[src/rtl/disp_scan_mux.sv]
// Time-multiplexed BCD digit scanner feeding the seven-segment decoder.
// Presents one code per scan step with matching one-hot select; frames are snapshot-coherent.
module disp_scan_mux #(
    parameter int          NUM_DIGITS = 8,
    parameter int          SCAN_DIV   = 1,
    parameter logic [3:0]  SEP_CODE   = 4'd10,
    parameter logic [3:0]  BLANK_CODE = 4'd15
) (
    input  logic                      clkc,
    input  logic                      rst_n,
    input  logic [4*NUM_DIGITS-1:0]   digits_in,
    input  logic [NUM_DIGITS-1:0]     sep_mask,
    input  logic                      lz_blank_en,
    input  logic                      freeze,
    output logic [3:0]                outc,
    output logic [NUM_DIGITS-1:0]     dig_sel,
    output logic                      frame_start
);

    localparam logic [3:0]            IDX_MSB  = 4'(NUM_DIGITS - 1);
    localparam logic [15:0]           DIV_LAST = 16'(SCAN_DIV - 1);
    localparam logic [NUM_DIGITS-1:0] SEL_ONE  = NUM_DIGITS'(1);

    logic [15:0]             div_cnt;
    logic [3:0]              idx;
    logic [4*NUM_DIGITS-1:0] snap;
    logic [4*NUM_DIGITS-1:0] src;
    logic                    tick;
    logic                    frame_load;
    logic [NUM_DIGITS-1:0]   zero_from;
    logic                    above_zero;
    logic [3:0]              cur_digit;
    logic                    cur_sep;
    logic                    cur_zero;
    logic                    blank;
    logic [3:0]              code;

    assign tick       = (div_cnt == DIV_LAST);
    assign frame_load = tick && (idx == IDX_MSB) && !freeze;

    // The first position of a frame bypasses the snapshot so it shows the value being captured.
    assign src = frame_load ? digits_in : snap;

    // zero_from[p]: every non-separator position at or above p is zero.
    always_comb begin
        zero_from  = '0;
        above_zero = 1'b1;
        for (int p = NUM_DIGITS - 1; p >= 0; p--) begin
            above_zero   = above_zero && (sep_mask[p] || (src[4*p +: 4] == 4'd0));
            zero_from[p] = above_zero;
        end
    end

    always_comb begin
        cur_digit = 4'd0;
        cur_sep   = 1'b0;
        cur_zero  = 1'b0;
        for (int p = 0; p < NUM_DIGITS; p++) begin
            if (idx == 4'(p)) begin
                cur_digit = src[4*p +: 4];
                cur_sep   = sep_mask[p];
                cur_zero  = zero_from[p];
            end
        end
        blank = lz_blank_en && (idx != 4'd0) && cur_zero;
        if (blank)
            code = BLANK_CODE;
        else if (cur_sep)
            code = SEP_CODE;
        else
            code = cur_digit;
    end

    always_ff @(posedge clkc) begin
        if (!rst_n) begin
            div_cnt     <= 16'd0;
            idx         <= IDX_MSB;
            snap        <= '0;
            outc        <= BLANK_CODE;
            dig_sel     <= '0;
            frame_start <= 1'b0;
        end else begin
            frame_start <= 1'b0;
            if (tick) begin
                div_cnt     <= 16'd0;
                outc        <= code;
                dig_sel     <= SEL_ONE << idx;
                frame_start <= (idx == IDX_MSB);
                idx         <= (idx == 4'd0) ? IDX_MSB : idx - 4'd1;
                if (frame_load)
                    snap <= digits_in;
            end else begin
                div_cnt <= div_cnt + 16'd1;
            end
        end
    end

endmodule

[config.mk]
export PLATFORM = sky130hd
export DESIGN_NAME = disp_scan_mux
export DESIGN_NICKNAME = d
export VERILOG_FILES = /design/src/rtl/disp_scan_mux.sv
export SDC_FILE = /design/constraint.sdc
export NUM_CORES = 1
export LEC_CHECK = 0
export ABC_AREA = 0
export BUFFER_PORTS_ARGS = -buffer_cell sky130_fd_sc_hd__buf_4
export CORE_MARGIN = 2
export CORE_UTILIZATION = 40
export CTS_BUF_LIST = sky130_fd_sc_hd__clkbuf_4 sky130_fd_sc_hd__clkbuf_8
export CTS_CLUSTER_SIZE = 16
export DETAILED_ROUTE_END_ITERATION = 6
export GPL_TIMING_DRIVEN = 0
export MAX_ROUTING_LAYER = met4
export REMOVE_ABC_BUFFERS = 1
export SLEW_MARGIN = 40
export SYNTH_ARGS = -nofsm -noshare
export SYNTH_HDL_FRONTEND = slang
export SYNTH_SLANG_ARGS = --single-unit
[constraint.sdc]
create_clock -name clkc -period 3.3 [get_ports clkc]
set_clock_uncertainty 0.15 [all_clocks]
set_input_delay 0.495 -clock clkc [delete_from_list [all_inputs] [get_ports clkc]]
set_output_delay 0.495 -clock clkc [all_outputs]
set_load 0.02 [all_outputs]
# Word level (Yosys, flattened, before mapping)
# Index checks and enable logic that the tools add are counted.
[totals]
ff_bits = 65
in_bits = 44
out_inout_bits = 13
[classes]
n_addsub = 2
n_eq_ne = 7
shifts = 1
muxes = 28
bitwise_logic = 1
n_reduce_logical = 33
[ops]
columns = ["op", "n"]
rows = [
  ["2-to-1 mux 4 bit", 11],
  ["zero test 4 bit", 9],
  ["2-to-1 mux 32 bit", 1],
  ["adder 16 x 1 -> 16 bit (second input constant)", 1],
  ["== test 4 x 3 -> 1 bit (second input constant)", 4],
  ["zero test 16 bit", 1],
  ["2-to-1 mux 1 bit", 16],
  ["logical AND 1 bit", 11],
  ["== test 4 x 2 -> 1 bit (second input constant)", 2],
  ["logical OR 1 bit", 8],
  ["<< shifter 1 x 4 -> 8 bit (first input constant)", 1],
  ["== test 4 x 1 -> 1 bit (second input constant)", 1],
  ["nonzero test 4 bit", 1],
  ["subtractor 4 x 1 -> 4 bit (second input constant)", 1],
  ["AND reduction 2 bit", 1],
  ["OR reduction 2 bit", 1],
  ["zero test 1 bit", 1],
  ["inverter 1 bit", 1],
]

# Longest topological paths before layout
[depth]
ltp_word = 23
ltp_mapped = 11

# Least setup slack after synthesis
# Ideal clock, no wire load.
[synth_path]
path_type = "register to register"
startpoint = "register idx[0]"
endpoint = "register outc[3]"
setup_ps = 74
arrival_ps = 2117
required_time_ps = 3076
path_slack_ps = 958
path_stages_with_launch = 11
synth_period_minus_slack_ps = 2342
path_cell_list = "dfxtp_1 -> inv_1 -> ha_1 -> buf_2 -> nor3_1 -> nor3_1 -> a211oi_1 -> a211o_1 -> a211oi_2 -> o2111ai_2 -> a31oi_2"
[synth_via]
elab_chain_cells = 23
[synth_rtl]
columns = ["item", "line", "source"]
rows = [
  ["start: declaration", "25", "logic [3:0] idx;"],
  ["start signal: assignment", "89", "idx <= (idx == 4'd0) ? IDX_MSB : idx - 4'd1;"],
  ["== test 4 x 3 -> 1 bit", "39, 59", ""],
  ["logical AND 1 bit (2 in series)", "39", "assign frame_load = tick && (idx == IDX_MSB) && !freeze;"],
  ["2-to-1 mux 32 bit", "-", ""],
  ["zero test 4 bit", "49", "above_zero = above_zero && (sep_mask[p] || (src[4*p +: 4] == 4'd0));"],
  ["logical OR 1 bit", "49", ""],
  ["logical AND 1 bit (7 in series)", "49", ""],
  ["2-to-1 mux 1 bit (8 in series)", "59", "if (idx == 4'(p)) begin"],
  ["logical AND 1 bit", "65", "blank = lz_blank_en && (idx != 4'd0) && cur_zero;"],
  ["2-to-1 mux 4 bit *", "66", "if (blank)"],
  ["end signal: assignment", "86", "outc <= code;"],
  ["end: declaration", "15", "output logic [3:0] outc,"],
]
# Every way passes the cells marked *; elsewhere a longest branch is shown, timed or not.
# A chain may end at the register's enable or synchronous reset.

# Final worst setup path
[layout_path]
startpoint = "register idx[0]"
endpoint = "register outc[1]"
# The elaborated chain is that of the path after synthesis.

==> flow_summary.ini <==
[status]
outcome = complete, no violations

[synthesis]
synth_ff_type = dfxtp_1
syn_area_sq_um = 3465
yosysSeqAreaShare = 0.3756
synth_edf_count = 0
yosys_warnings = 0
async_flop_share = 0
synth_top_area_share = 0.3756
synth_cell_types = 55
synth_seq_cells = 65
synth.area.top_cells = dfxtp_1 38%, nand2_1 7.8%, a21boi_0 6.7%, nor2_1 3.6%, nor4_1 3.4%
yosysTopAreaCell = dfxtp_1
synth_cells = 416
synth.avg_cell_area_sq_um = 8.328

[floorplanning]
start_util = 0.4175
rows = 33
dieArea_sq_um = 9422
core_sq_um = 8299
die_h_um = 97.07
ios = 57
die_w_um = 97.07

[detailed_routing]
drc_errors = 0
drtIter0Drc = 134
dr.pass1.iters = 4
ant_nets = 0
vias = 3131
vias_per_cell = 5.445
wl_mm = 8.729
wire_per_inst_um = 15.18

[setup_path]
end_kind = flip-flop
cp_max_fo = 25
required_ps = 3410
critPathKind = reg -> reg
cp-start-kind = flip-flop
reg2reg_setup_slack_ps = 290
reg2reg_depth = 9
crit_arrival_ps = 3120
rr_startpoint = idx[0]
r2r_end = outc[1]

[pwr]
p_sw_mw = 0.5368
clockPowerShare = 0.382
seqPwrFrac = 0.431
switching_share = 0.2696
p_per_area_nw_per_um2 = 475.0
internal_power_mw = 1.454
combPwrFrac = 0.188
leakagePower_nw = 1.599
ir_drop_mv = 0.2474

[sta]
max_freq_mhz = 331.8
post-route-period-util = 0.9133
tns_ps = 0
finalCriticalPeriod_ps = 3014
slew_viol_final = 0
timing.final.ws_setup_ps = 286.2
finalSetupViolations = 0
whs_ps = 267.9
relSlewSlack = 0.4900
tightest_slew_ps = 762.1
rsz0062_at_grt = false
hold_violations = 0

[min_path]
hp-class = in -> reg
worstHoldEndpoint = snap[14]
holdPathStages = 3
hold_start = digits_in[14]

[grt]
grt_overflow_total = 0
grt_pass1_vias = 3044
grt_max_degree = 50
grt_use_total = 0.1930
antenna_found_initial = 0
grt_pass1_wl_mm = 14.46

[placement]
port_buffers = 56
post-place-ws_ps = -158.9
place_congestion = 0.8357
dp_hpwl_mm = 6.319

[final_layout]
final_common_cell = nand2_1
drive_gt1_frac = 0.1957
final_cell_mix = 72 x nand2_1, 65 x dfxtp_1, 61 x buf_4, 33 x nor2_1, 31 x a21boi_0
layout.nets = 518
fin_util = 0.5051
num_antenna_cells = 0
area_growth_pct = 20.98

[clocking]
cts_sinks = 65
cts_buffers = 9
cts-root-buf = clkbuf_8
clockBufferDepth = 2
cts.clk_slew.worst_paths_ps = 70
cts_tree = done
clkLatencyLatePin_ps = 350
htree_levels = 3

[flow_run]
maxCapViolations = 0
## registers in the layout, summed over array words and instances, names as in the netlist
register     cells
dig_sel          8
outc             4
snap            32
frame_start      1
idx              4
div_cnt         16
## synthesized netlist by cell type (all sizes together), types with 3 or more instances
cell and instances:
a221oi 4, nor2 34, a211oi 3, nand2 73
a21boi 32, ha 8, a311oi 3, nand4 3
clkbuf 17, o21ai 19, xor2 8, buf 6
nand3b 9, or4 3, nor3 10, inv 7
a21oi 10, a31oi 4, and3 3, nor4 21
nor2b 12, nand3 17, dfxtp 65, mux2i 11
or3 5, and3b 3, a311o 3
## critical path, cell delays in order (launching register included)
cell and delay [ps]:
dfxtp_1 410, ha_1 430, nand3b_1 170, buf_4 210, nor2_1 320, nand2_4 250, a211o_1 340, a211oi_2 270
o2111ai_2 190, a21oi_1 190
## layer usage
metal	vias up	track usage	wire, um
met1	1457	0.2444	4166
met3	14	0.04029	353
met4	0	0.05742	130
li1	1601	-	-
met2	59	0.3120	4079
met5	-	-	0
## repair_timing
item                       in CTS  in global routing
hold buffers                    0                  0
setup endpoints to repair       4                  4
setup buffers                   1                  4
resized for setup               0                  1
pin swaps                       1                  1
## final cells by class
type | count | area, sq um
Clock inverter | 3 | 65.06
Multi-Input combinational cell | 321 | 2029
Timing Repair Buffer | 62 | 485.5
Clock buffer | 12 | 152.6
Fill cell | 827 | 4108
Sequential cell | 65 | 1301
Inverter | 7 | 26.28
Tap cell | 105 | 131.4
## kinds of logic after synthesis
family | Yosys count | share of synthesized area
buf+inv | 30 | 0.03900
mux | 11 | 0.03178
flops | 65 | 0.3756
compound gates | 89 | 0.1860
simple gates | 203 | 0.3135
fa+ha+maj | 8 | 0.02889
xor+xnor | 10 | 0.02528
## how the worst max path moves through the flow
stage          startpoint       to  slack [ps]
2_1_floorplan      idx[0]  outc[3]         280
3_3_place_gp       idx[0]  outc[3]        -400
3_5_place_dp       idx[0]  outc[3]        -160
4_1_cts        div_cnt[0]  outc[3]          60
5_1_grt            idx[0]  outc[1]          70
6_report           idx[0]  outc[1]         290
## power groups by stage
stage,clock network (mW),registers (mW),logic (mW)
finish,0.760,0.858,0.373
global route,0.806,0.864,0.410
CTS,0.777,0.858,0.364
detailed placement,0,0.875,0.358
global placement,0,0.875,0.348
floorplan,0,0.884,0.203
## metrics by stage
step / power (mW) / instances / area [sq um]
detailed placement: 1.234 / 555 / 3935
finish: 1.991 / 575 / 4192
floorplan: 1.087 / 393 / 3356
global route: 2.079 / 575 / 4192
CTS: 1.999 / 571 / 4160
global placement: 1.223 / 554 / 3908
Note: power is estimated with default switching activity, not from simulation.
